`src/rtl/fetch_stage.sv`:
```
// fetch_stage: PC and instruction fetch with a prefetch buffer feeding the decode stage
module fetch_stage #(
  parameter logic [15:0] RESET_PC  = 16'h0000,
  parameter int          BUF_DEPTH = 2,
  parameter logic [15:0] NOP_INSTR = 16'h0000
) (
  input  logic        clk,
  input  logic        reset,
  input  logic        stall,
  input  logic        jump,
  input  logic [15:0] new_pc,
  output logic        imem_req,
  output logic [15:0] imem_addr,
  input  logic        imem_ready,
  input  logic        imem_rvalid,
  input  logic [15:0] imem_rdata,
  output logic [15:0] pc_out,
  output logic [15:0] ir_out,
  output logic [15:0] IPCP2,
  output logic        valid_out
);
  localparam int AW = $clog2(BUF_DEPTH);
  localparam int CW = $clog2(BUF_DEPTH + 1);
  localparam logic [CW-1:0] FULL = CW'(BUF_DEPTH);
  typedef enum logic [1:0] {IDLE, WAIT, KILL} state_t;
  state_t state, state_n;
  logic [15:0] fetch_pc, req_pc;
  logic [15:0] buf_pc [BUF_DEPTH];
  logic [15:0] buf_ir [BUF_DEPTH];
  logic [AW-1:0] rd_ptr, wr_ptr;
  logic [CW-1:0] count;
  logic accept, push, pop;
  assign imem_req  = reset && state == IDLE && count < FULL;
  assign imem_addr = fetch_pc;
  assign accept    = imem_req && imem_ready;
  assign push      = state == WAIT && imem_rvalid && !jump;
  assign valid_out = count != '0;
  assign pop       = valid_out && !stall && !jump;
  assign pc_out    = valid_out ? buf_pc[rd_ptr] : '0;
  assign ir_out    = valid_out ? buf_ir[rd_ptr] : NOP_INSTR;
  assign IPCP2     = pc_out + 16'd2;
  // next state: a redirect with a request still in flight waits out the stale response in KILL
  always_comb begin
    state_n = state;
    case (state)
      IDLE:    state_n = accept ? (jump ? KILL : WAIT) : IDLE;
      WAIT:    state_n = imem_rvalid ? IDLE : (jump ? KILL : WAIT);
      KILL:    state_n = imem_rvalid ? IDLE : KILL;
      default: state_n = IDLE;
    endcase
  end
  // state, PC and buffer bookkeeping; a redirect flushes the buffer and overrides pop/push
  always_ff @(posedge clk) begin
    if (!reset) begin
      state    <= IDLE;
      fetch_pc <= RESET_PC;
      req_pc   <= RESET_PC;
      rd_ptr   <= '0;
      wr_ptr   <= '0;
      count    <= '0;
    end else begin
      state <= state_n;
      if (accept) req_pc <= fetch_pc;
      if (jump) fetch_pc <= {new_pc[15:1], 1'b0};
      else if (accept) fetch_pc <= fetch_pc + 16'd2;
      if (jump) begin
        rd_ptr <= '0;
        wr_ptr <= '0;
        count  <= '0;
      end else begin
        if (push) wr_ptr <= wr_ptr + AW'(1);
        if (pop) rd_ptr <= rd_ptr + AW'(1);
        count <= count + CW'(push) - CW'(pop);
      end
    end
  end
  // entry storage; unreset because entries are only read while counted valid
  always_ff @(posedge clk) begin
    if (push) begin
      buf_pc[wr_ptr] <= req_pc;
      buf_ir[wr_ptr] <= imem_rdata;
    end
  end
endmodule

```
`config.mk`:
```
export PLATFORM = sky130hd
export DESIGN_NAME = fetch_stage
export DESIGN_NICKNAME = d
export VERILOG_FILES = /design/src/rtl/fetch_stage.sv
export SDC_FILE = /design/constraint.sdc
export NUM_CORES = 1
export LEC_CHECK = 0
export BUFFER_PORTS_ARGS = -buffer_cell sky130_fd_sc_hd__buf_2
export CELL_PAD_IN_SITES_DETAIL_PLACEMENT = 2
export CELL_PAD_IN_SITES_GLOBAL_PLACEMENT = 2
export CORE_MARGIN = 1
export CORE_UTILIZATION = 34
export CTS_CLUSTER_DIAMETER = 80
export DETAILED_ROUTE_END_ITERATION = 8
export PLACE_DENSITY = 0.87
export SETUP_SLACK_MARGIN = 0.05
export SLEW_MARGIN = 20
export SYNTH_ARGS = -nofsm -noshare
export SYNTH_HDL_FRONTEND = slang
export SYNTH_SLANG_ARGS = --single-unit
```
`constraint.sdc`:
```
create_clock -name clk -period 3.1 [get_ports clk]
set_input_delay 0.155 -clock clk [delete_from_list [all_inputs] [get_ports clk]]
set_output_delay 0.155 -clock clk [all_outputs]
set_load 0.005 [all_outputs]
```
Word-level counts from Yosys, hierarchy flattened

Memory sizes are Yosys's and may differ from the RTL's. A register that Yosys moved wholly into a read port is not among the register bits.
Cells that the tools add are included.

$add $sub $neg: 6
Order comparisons: 1
Eq/ne operators: 2
Muxes and demuxes: 15
Bitwise gates (word level): 1
Reductions and logical operators: 13

Operators with widths:

| operator                                                         | count |
|---|---|
| 16-bit 2-to-1 mux                                                | 4 |
| 16-bit by 2-bit adder with 16-bit output (second input constant) | 2 |
| 2-bit 2-to-1 mux                                                 | 4 |
| 1-bit logical AND                                                | 7 |
| 1-bit 2-to-1 mux                                                 | 6 |
| 2-bit case mux with 3 select lines                               | 1 |
| 2-bit nonzero test                                               | 2 |
| 1-bit adder (second input constant)                              | 2 |
| 2-bit by 1-bit adder with 2-bit output                           | 1 |
| 2-bit by 1-bit == test with 1-bit output (second input constant) | 1 |
| 2-bit == test (second input constant)                            | 1 |
| 1-bit zero test                                                  | 2 |
| 2-bit zero test                                                  | 1 |
| 2-bit less-than comparator (second input constant)               | 1 |
| 2-bit OR reduction                                               | 1 |
| 2-bit by 1-bit subtractor with 2-bit output                      | 1 |
| 1-bit NOT                                                        | 1 |

Bits in registers: 38
Bits in writable memories: 64
Bits of input ports: 38
Output and inout bits: 66
Memories kept: 2

Memories:

| name   | words | width | read ports | clocked after memory_dff | wr ports | line | text |
|---|---|---|---|---|---|---|---|
| buf_ir | 2     | 16    | 1          | 1                        | 1        | 29   | `logic [15:0] buf_ir [BUF_DEPTH];` |
| buf_pc | 2     | 16    | 1          | 1                        | 1        | 28   | `logic [15:0] buf_pc [BUF_DEPTH];` |

Logic depth before layout (Yosys ltp)

Gate-level depths: netlist (run 1).

Word-level depth: 6
Gate-level depth with buffers: 11
Depth with buffers taken out: 9

Worst setup path after synthesis (run 1)

Ideal clock, no wire load.

Path type: register to output
From: reg count[1]
To: out IPCP2[13]
Arrival time: 2479 ps
Data required time: 2945 ps
Slack: 466 ps
Stages on the path, launching flop included: 12
Buffers on the path: 3
Path through: dfxtp_1 -> nor2_1 -> buf_6 -> buf_2 -> buf_2 -> or2_2 -> inv_1 -> ha_1 -> nor3b_1 -> nand4_1 -> nor4_1 -> xor2_1

Cells in the longest elaborated chain, start to end: 3

RTL lines:

| what                                     | line | text |
|---|---|---|
| from (decl)                              | 31   | `logic [CW-1:0] count;` |
| from (signal assigned)                   | 73   | `count <= count + CW'(push) - CW'(pop);` |
| 2-bit nonzero test                       | 37   | `assign valid_out = count != '0;` |
| 16-bit 2-to-1 mux                        | 39   | `assign pc_out = valid_out ? buf_pc[rd_ptr] : '0;` |
| via pc_out[1]                            | 17   | `output logic [15:0] pc_out,` |
| 16-bit by 2-bit adder with 16-bit output | 41   | `assign IPCP2 = pc_out + 16'd2;` |
| to (decl)                                | 19   | `output logic [15:0] IPCP2,` |

The timed path passes the listed nets, and every way through them passes these cells.

Worst setup path in the final report (run 1)

From: reg count[1]
To: out IPCP2[13]

Cells in the longest elaborated chain, start to end: 3

RTL lines:

| what                                     | line |
|---|---|
| 2-bit nonzero test                       | 37 |
| 16-bit 2-to-1 mux                        | 39 |
| 16-bit by 2-bit adder with 16-bit output | 41 |

Every way passes these cells.

==> summary.txt, run 1 <==
Floorplanning
  – Die X: about 120 um
  – I/O pins: 104
  – Core Box Area: 12600 um^2
  – Initial Util: between 30% and 40%
  – Die Span Y: 115 um
  – Num rows: 41
  – Die Footprint: 13300 um^2

Place
  – GP Congestion: ~0.8
  – Inst Count DP: approximately 640
  – Post-DP HPWL: 8070 um
  – Buffers added on ports: 99

Worst setup path
  – Capturing point of the worst reg2reg path: imem_addr[9]$_SDFFE_PN0P_
  – Largest delay share family, worst path: simple AND/OR/NAND/NOR gates
  – Crit path from: count[1]$_SDFF_PP0_
  – Slowest cell on crit path: dfxtp_1
  – CP arrival: 2.68 ns
  – Setup Crit Path Kind: flop to primary output
  – CP endpoint kind: primary output
  – Reg2reg path depth: 5
  – Worst setup SP type: flop
  – Slowest cell delay on critical path: 0.47 ns
  – R2R Path Start: count[1]$_SDFF_PP0_
  – CP bufs+invs: 2
  – Crit-path cells: nor2_4 > or2_2 > inv_1 > ha_1 > nor3b_2 > nand4_1 > nor4_2 > xor2_1 > buf_2
  – Worst path required time: 2.94 ns
  – Reg2Reg Setup Slack: around 0.9 ns
  – CP Max Fanout: 5

Clocking
  – Worst skew pair latency: 0.35 ns
  – CTS Buffer Depth: 2
  – CTS tree: built
  – CTS buffer count: 9
  – Clock-pin slew on the worst setup and hold paths: around 0.07 ns
  – H-tree depth: 3
  – Root buf cell: clkbuf_16
  – Clk sink count: 99

Logic synthesis
  – Post-synth EDFFs: 62
  – Synth warn: 0
  – Avg Inst Size Synth: 11.5 um^2
  – Top FF cell, synth: edfxtp_1
  – Top-area cell type share of the netlist area: 42.5%
  – Synth top area cells: edfxtp_1, dfxtp_1, mux2i_1
  – Synth area leader: edfxtp_1
  – Synth Cell Area: around 4400 um^2
  – Synth Instances: about 380
  – Synth async-reset ratio: 0%
  – Netlist cell types: 44
  – Sequential share of the synthesized area: 59.5%
  – Seq cells post-synth: 99

STA
  – Final Hold Slack: slightly below 0.03 ns
  – Slew HR: 55.0%
  – Setup TNS: 0 ns
  – Worst clock skew: 0.00774 ns
  – # setup viols final: 0
  – Tcrit/Tclk final: about nine tenths
  – Hold Vio Cnt, Final: 0
  – Final Slew Violations: 0
  – Worst slew pin tran: 0.666 ns
  – F_max: about 0.35 GHz
  – Tmin final: 2.83 ns
  – RSZ-0062 raised after global routing: false

Global routing
  – Total grt overflow: 0
  – Initial antenna violation count: 0
  – Largest net degree at the start of global routing: 39
  – Vias in the first global route: 3519
  – GRT Util Overall: a little under a fifth
  – Global-route wire length before repair: 18700 um

Pwr
  – Logic gate share of total power: 5.8%
  – Sequential Power Share: between 50% and 60%
  – Cell-internal power: ~2.1 mW
  – Leakage Power: roughly 2.2 nW
  – Clock power frac: 40.0%
  – Pwr Density: 486 nW/um^2
  – Worst VDD drop: 0.000207 V
  – Sw Pwr: slightly above 0.6 mW
  – Total power: 2.68 mW
  – Switching Share: 22.9%

Run
  – Maxcap violations: 0

Drt
  – DR iter-0 viols: 94
  – Detail Route Antenna Nets: 0
  – Routed vias/inst: 4.79
  – # DRC: 0
  – First drt pass iteration count: 4
  – Wirelength, routed: 11700 um
  – Wire per inst: 17.4 um
  – Vias: ~3200

Worst hold path
  – Min-Delay Path Class: input port to flop
  – Hold path cells: 2
  – Hold path startpoint: new_pc[2]
  – Min-Delay Endpoint: imem_addr[2]$_SDFFE_PN0P_

Status
  – Status: complete, no violations

Final layout
  – Antenna diodes: 0
  – Layout Nets: 536
  – Finished Layout Cells: 671
  – Share of cells above drive strength 1: between 20% and 30%
  – Area Overhead vs Synth: 25.9%
cells in the mapped netlist (3+ instances only):
cell type / instances
a21oi_1: 11
nand4_1: 8
xor2_1: 14
buf_2: 5
ha_1: 4
a21boi_0: 15
nand2_1: 47
edfxtp_1: 62
buf_4: 5
and2_1: 5
dfxtp_1: 37
and3_1: 4
clkbuf_1: 7
nor2b_1: 3
o211a_1: 4
o21ai_0: 12
xnor2_1: 17
mux2i_1: 30
inv_1: 7
nor2_1: 40
nand3_1: 11
cells in the final DEF (no fill, tap or decap), drive strengths merged, types with 5 or more instances in the layout:
| master | synthesis | final |
|---|---|---|
| buf | 14 | 107 |
| dfxtp | 37 | 37 |
| xor2 | 14 | 14 |
| clkbuf | 7 | 11 |
| inv | 7 | 8 |
| nor2 | 40 | 40 |
| nand3 | 11 | 11 |
| edfxtp | 62 | 62 |
| a21boi | 15 | 15 |
| xnor2 | 17 | 17 |
| mux2i | 30 | 30 |
| and2 | 5 | 5 |
| nand4 | 9 | 9 |
| a21oi | 11 | 11 |
| o21ai | 12 | 12 |
| nand2 | 47 | 47 |
| dlygate4sd3 | 0 | 16 |
cell type report:
class	instances	area [um^2]
flip-flops and latches	99	2600
repair buffers	123	716
clock buffers	11	243
inverters	7	26.3
clock inverters	5	38.8
multi-input cells	254	1670
well taps	172	215
fillers	1313	7060
registers in the layout (all words and copies together) (netlist names), named ones only:
signal     cells
buf_ir        32
buf_pc        30
imem_addr     15
req_pc        15
count          2
state          2
rd_ptr         1
wr_ptr         1
routing by layer:
layer  track usage (%)  routed length (um)  share of wire (%)
met4              4.68                  83               0.71
met3              5.49                 754                6.5
met2              33.3                5820                 50
met5                 0                   0                  0
met1              22.2                5030                 43
power groups by stage:
stage / logic [mW] / registers (mW) / clock network, mW
2_1_floorplan: 0.0764 / 1.47 / 0
3_3_place_gp: 0.131 / 1.48 / 0
3_5_place_dp: 0.138 / 1.48 / 0
4_1_cts: 0.157 / 1.45 / 1.11
5_1_grt: 0.173 / 1.46 / 1.16
6_report: 0.155 / 1.45 / 1.07
repair_timing:
item,CTS,global route
resized for setup,0,3
endpoints found under the hold margin,31,0
hold buffers,16,0
setup buffers,0,1
setup endpoints to repair,0,2
kinds of logic (layout without fill, tap and decap cells):
logic type	count (synthesis)	in the layout	share of synthesized area, %
XOR/XNOR	31	31	6.20
other	1	3	0.0857
AND/OR/NAND/NOR	138	138	15.4
adder cells (fa/ha/maj)	4	4	1.14
flip-flops	99	99	59.5
AO/OA/AOI/OAI	47	47	7.26
multiplexers	31	31	7.12
buffers and inverters	28	146	3.32
worst max-delay path by stage:
stage / endpoint / cells after the start
6_report: IPCP2[13] / 9
5_1_grt: IPCP2[13] / 9
4_1_cts: IPCP2[13] / 9
3_5_place_dp: IPCP2[13] / 9
3_3_place_gp: IPCP2[15] / 9
2_1_floorplan: IPCP2[13] / 11
worst reg2reg max path, delay by kind of cell (launching register included):
| kind | cells | cell delay (ns) |
|---|---|---|
| AOI/OAI and AO/OA | 1 | 0.14 |
| and+or+nand+nor | 4 | 1.56 |
| DFF | 1 | 0.38 |
stage by stage:
stage	setup WS (ns)	utilization (%)	instance area [um^2]
3_3_place_gp	0.635	40.1	5040
6_report	0.269	43.9	5510
2_1_floorplan	0.466	-	4380
4_1_cts	0.0584	43.7	5490
5_1_grt	0.0875	43.9	5510
3_5_place_dp	0.484	40.1	5040
No activity file was read; power rests on OpenSTA's default activity.
==> run 2, diff against run 1 <==
Settings changed: PLACE_DENSITY 0.87 to not set, PLACE_DENSITY_LB_ADDON set to 0.05.
==> summary.txt, run 2 (same netlist as run 1, synthesis figures left out) <==
Global routing
  – Total grt overflow: 0 (unchanged)
  – Initial antenna violation count: 0 (unchanged)
  – GRT Util Overall: 17.1% (-1.7 points)
  – Vias in the first global route: 3375 (-4.1%)
  – Largest net degree at the start of global routing: 37 (-5.1%)
  – Global-route wire length before repair: 17500 um (-6.6%)

Worst setup path
  – Largest delay share family, worst path: simple AND/OR/NAND/NOR gates
  – Slowest cell delay on critical path: 0.45 ns (-0.02 ns)
  – Reg2reg path depth: 9 (+4)
  – Reg2Reg Setup Slack: 0.92 ns (about the same)
  – Crit-path cells: nor2_2 > or2_2 > inv_1 > ha_1 > nor3b_2 > nand4_1 > nor4_2 > xor2_1 > buf_2
  – R2R Path Start: count[1]$_SDFF_PP0_
  – CP Max Fanout: 5 (unchanged)
  – CP bufs+invs: 2 (unchanged)
  – Slowest cell on crit path: dfxtp_1
  – CP arrival: 2.58 ns (-0.10 ns)
  – Crit path from: count[1]$_SDFF_PP0_
  – Worst path required time: 2.94 ns (about the same)
  – Capturing point of the worst reg2reg path: count[1]$_SDFF_PP0_
  – CP endpoint kind: primary output
  – Worst setup SP type: flop
  – Setup Crit Path Kind: flop to primary output

Pwr
  – Pwr Density: 479 nW/um^2 (-1.5%)
  – Leakage Power: 2.18 nW (about the same)
  – Worst VDD drop: 0.000247 V (+19%)

Worst hold path
  – Min-Delay Path Class: input port to flop
  – Hold path cells: 1 (-1)
  – Min-Delay Endpoint: buf_ir[1][0]$_DFFE_PP_
  – Hold path startpoint: imem_rdata[0]

Final layout
  – Top reg by flops: buf_ir
  – Commonest non-fill, non-tap cell in the layout: buf_2
  – Layout Nets: 538 (+0.37%)
  – Area Overhead vs Synth: 25.9% (unchanged)
  – Max FFs per register: 32 (unchanged)
  – Biggest regs: buf_ir x32, buf_pc x30
  – Most frequent cells in the layout: buf_2, edfxtp_1, nand2_1, nor2_1, dfxtp_1
  – Share of cells above drive strength 1: 27.1% (+0.092 points)
  – Antenna diodes: 0 (unchanged)
  – Finished Layout Cells: 673 (+0.30%)

Floorplanning
  – Die Footprint: 13300 um^2 (unchanged)
  – I/O pins: 104 (unchanged)
  – Core Box Area: 12600 um^2 (unchanged)
  – Initial Util: 34.8% (unchanged)
  – Num rows: 41 (unchanged)
  – Die Span Y: 115 um (unchanged)
  – Die X: 115 um (unchanged)

Drt
  – First drt pass iteration count: 4 (unchanged)
  – Routed vias/inst: 4.77 (-0.42%)
  – Vias: 3213 (-0.12%)
  – # DRC: 0 (unchanged)
  – Wirelength, routed: 10700 um (-8.4%)
  – DR iter-0 viols: 77 (-18%)
  – Wire per inst: 15.9 um (-8.7%)
  – Detail Route Antenna Nets: 0 (unchanged)

Status
  – Status: complete, no violations

Place
  – Inst Count DP: 641 (+0.47%)
  – Buffers added on ports: 99 (unchanged)
  – GP Congestion: 0.692 (-11%)
  – Post-DP HPWL: 7670 um (-4.9%)

Clocking
  – CTS Buffer Depth: 2 (unchanged)
  – Root buf cell: clkbuf_16
  – Worst skew pair latency: 0.34 ns (about the same)
  – Clk sink count: 99 (unchanged)
  – CTS buffer count: 9 (unchanged)
  – CTS tree: built
  – Clock-pin slew on the worst setup and hold paths: 0.07 ns (about the same)
  – H-tree depth: 3 (unchanged)

STA
  – Setup TNS: 0 ns (unchanged)
  – Worst clock skew: 0.00972 ns (+0.00198 ns)
  – F_max: 0.365 GHz (+3.4%)
  – Tmin final: 2.74 ns (-0.0928 ns)
  – Tcrit/Tclk final: 88.3% (-3.0 points)
  – # setup viols final: 0 (unchanged)
  – Final Slew Violations: 0 (unchanged)
  – Hold Vio Cnt, Final: 0 (unchanged)
  – RSZ-0062 raised after global routing: false

Run
  – Maxcap violations: 0 (unchanged)
## run 2: how the worst max path moves through the flow
stage / end / slack (ns) / cells past startpoint
floorplan: IPCP2[13] / 0.47 / 11
global placement: IPCP2[13] / 0.61 / 9
detailed placement: IPCP2[13] / 0.49 / 9
CTS: IPCP2[13] / 0.07 / 9
global route: IPCP2[13] / 0.08 / 9
finish: IPCP2[13] / 0.36 / 9
## run 2: metal layers
| layer | vias to the layer above | global-route usage (%) | wire (um) |
|---|---|---|---|
| li1 | 1571 | - | - |
| met1 | 1551 | 22.2 | 4930 |
| met2 | 84 | 28.7 | 5150 |
| met3 | 7 | 3.35 | 508 |
| met4 | 0 | 5.19 | 115 |
| met5 | - | 0 | 0 |
## run 2: per-stage QoR
stage	area [um^2]	utilization [%]	hold WS [ns]	setup slack (ns)	total power, mW
floorplan	4380	-	0.254	0.466	1.55
global placement	5060	40.3	0.344	0.607	1.62
detailed placement	5060	40.3	0.351	0.487	1.62
CTS	5480	43.6	0.00363	0.0726	2.69
global route	5510	43.9	0.00658	0.0839	2.75
finish	5510	43.9	0.0210	0.362	2.64
## run 2: worst reg2reg max path: stages, from the launching register on
cell     delay, ns
dfxtp_1       0.37
nor2_2        0.19
buf_4         0.42
nor3_1        0.16
ha_1          0.31
inv_1         0.06
ha_1          0.15
xor2_1        0.21
xnor2_1       0.15
nor2_1        0.06
## run 2: area by class of cell
class / instances / area (um^2)
clock buffers: 11 / 233
multi-input cells: 254 / 1660
clock inverters: 5 / 37.5
well taps: 172 / 215
fillers: 1336 / 7060
flip-flops and latches: 99 / 2600
repair buffers: 125 / 732
inverters: 7 / 26.3
## run 2: what timing repair did
item                                   CTS  global route
endpoints found under the hold margin   29             0
buffers inserted                         0             1
setup endpoints to repair                0             2
resized for setup                        0             4
hold buffers                            15             0
## run 2: power by group
group / total, mW / switching, mW / internal, mW
Sequential: 1.45 / 0.0312 / 1.42
Combinational: 0.155 / 0.0788 / 0.0766
Clock: 1.03 / 0.484 / 0.550
Total: 2.64 / 0.594 / 2.05
==> run 3, diff against run 2 <==
Settings changed: CORE_UTILIZATION 34 to 37, SKIP_CTS_REPAIR_TIMING set to 1.
Clock period 3.1 ns to 3.21 ns, I/O delays scaled along.
==> summary.txt, run 3 (same netlist as run 1, synthesis figures left out) <==
Pwr
  – Worst VDD drop: 0.000226 V (-8.3%)
  – Pwr Density: 485 nW/um^2 (+1.3%)
  – Leakage Power: 2.13 nW (-2.2%)

Final layout
  – Layout Nets: 525 (-2.4%)
  – Biggest regs: buf_ir x32, buf_pc x30
  – Final Cell Area: 5380 um^2 (-2.4%)
  – Top reg by flops: buf_ir
  – Antenna diodes: 0 (unchanged)
  – Max FFs per register: 32 (unchanged)
  – Most frequent cells in the layout: buf_2, edfxtp_1, nand2_1, nor2_1, dfxtp_1
  – Commonest non-fill, non-tap cell in the layout: buf_2
  – Area Overhead vs Synth: 22.9%
  – Share of cells above drive strength 1: 27.9% (+0.72 points)

STA
  – Tmin final: 2.91 ns
  – Setup TNS: 0 ns (unchanged)
  – Tcrit/Tclk final: 90.8%
  – Final Slew Violations: 0 (unchanged)
  – # setup viols final: 0 (unchanged)
  – Hold Vio Cnt, Final: 0 (unchanged)
  – Worst slew pin tran: 0.695 ns
  – Slew HR: 53.6%
  – RSZ-0062 raised after global routing: true
  – Worst clock skew: 0.00654 ns (-0.00318 ns)
  – F_max: roughly 0.34 GHz

Floorplanning
  – Initial Util: 38.2% (+3.3 points)
  – Die Span Y: 111 um (-4.1%)
  – Die Footprint: 12300 um^2 (-8.0%)
  – Core Box Area: 11500 um^2 (-8.8%)
  – Die X: 111 um (-4.1%)
  – I/O pins: 104 (unchanged)
  – Num rows: 39 (-4.9%)

Global routing
  – Total grt overflow: 0 (unchanged)
  – Initial antenna violation count: 0 (unchanged)
  – Largest net degree at the start of global routing: 37 (unchanged)
  – Vias in the first global route: 3465 (+2.7%)
  – GRT Util Overall: 19.5% (+2.4 points)
  – Global-route wire length before repair: 18700 um (+7.3%)

Drt
  – DR iter-0 viols: 86 (+12%)
  – Vias: 3193 (-0.62%)
  – Detail Route Antenna Nets: 0 (unchanged)
  – First drt pass iteration count: 4 (unchanged)
  – Wirelength, routed: 11300 um (+5.7%)
  – Wire per inst: 17.9 um (+13%)
  – # DRC: 0 (unchanged)
  – Routed vias/inst: 5.06 (+6.0%)

Place
  – Area of placed instances: 5040 um^2 (-0.37%)
  – Post-DP HPWL: 8140 um (+6.1%)
  – Buffers added on ports: 99 (unchanged)
  – GP Congestion: 0.698 (+0.78%)

Worst hold path
  – Hold path cells: 1 (unchanged)
  – Hold path startpoint: imem_rdata[8]
  – Min-Delay Path Class: input port to flop
  – Min-Delay Endpoint: buf_ir[1][8]$_DFFE_PP_

Worst setup path
  – Reg2Reg Setup Slack: 1.17 ns (+0.25 ns)
  – Setup Crit Path Kind: flop to primary output
  – CP endpoint kind: primary output
  – Worst path required time: 3.05 ns (+0.11 ns)
  – Reg2reg path depth: 9 (unchanged)
  – R2R Path Start: count[1]$_SDFF_PP0_
  – Worst setup SP type: flop
  – CP Max Fanout: 5 (unchanged)
  – Capturing point of the worst reg2reg path: count[1]$_SDFF_PP0_
  – CP arrival: 2.75 ns (+0.17 ns)

Clocking
  – Root buf cell: clkbuf_16
  – Clk sink count: 99 (unchanged)
  – Worst skew pair latency: 0.35 ns (about the same)
  – Clock-pin slew on the worst setup and hold paths: 0.07 ns (about the same)
  – CTS buffer count: 9 (unchanged)
  – CTS Buffer Depth: 2 (unchanged)
  – CTS tree: built
  – H-tree depth: 3 (unchanged)

Run
  – Maxcap violations: 0 (unchanged)

Status
  – Status: complete, no violations
[run 3: per-stage QoR]
stage	hold slack [ns]	std cells	total power [mW]	util (%)	worst slack (ns)
2_1_floorplan	0.259	381	1.50	-	0.571
3_3_place_gp	0.350	612	1.56	44.0	0.742
3_5_place_dp	0.353	612	1.57	44.0	0.620
4_1_cts	-0.00649	628	2.64	46.5	0.241
5_1_grt	0.000159	631	2.71	46.9	0.0582
6_report	0.0108	631	2.61	46.9	0.296
[run 3: worst max path at each step]
stage | startpoint | to
5_1_grt | count[1]$_SDFF_PP0_ | IPCP2[15]
2_1_floorplan | count[1]$_SDFF_PP0_ | IPCP2[13]
3_5_place_dp | count[1]$_SDFF_PP0_ | IPCP2[13]
6_report | count[1]$_SDFF_PP0_ | IPCP2[15]
4_1_cts | count[1]$_SDFF_PP0_ | IPCP2[13]
3_3_place_gp | count[1]$_SDFF_PP0_ | IPCP2[13]
[run 3: critical path: stages, from the launching register on]
cell and delay, ns:
dfxtp_1 0.47, nor2_4 0.08, or2_2 0.32, inv_1 0.09, ha_1 0.24, nor3b_1 0.28, nand4_1 0.27, nor4_2 0.34
xor2_1 0.18, buf_2 0.13
[run 3: power by group]
group / internal (mW) / leakage [nW] / switching (mW) / total, mW
Clock: 0.600 / 0.131 / 0.468 / 1.07
Sequential: 1.37 / 0.908 / 0.0316 / 1.40
Combinational: 0.0646 / 1.09 / 0.0757 / 0.140
[run 3: layout make-up]
class | count | area (um^2)
Fill cell | 1189 | 6090
Sequential cell | 99 | 2600
Multi-Input combinational cell | 254 | 1660
Timing Repair Buffer | 112 | 613
Clock buffer | 9 | 225
Tap cell | 143 | 179
Clock inverter | 7 | 68.8
Inverter | 7 | 26.3
[run 3: layer usage]
metal  up-vias  GRT usage, %  share of wire, %
met1      1557          24.4                45
li1       1541             -                 -
met4         0          6.76               1.3
met2        82          34.1                51
met3        13          3.12               3.5
met5         -             0                 0
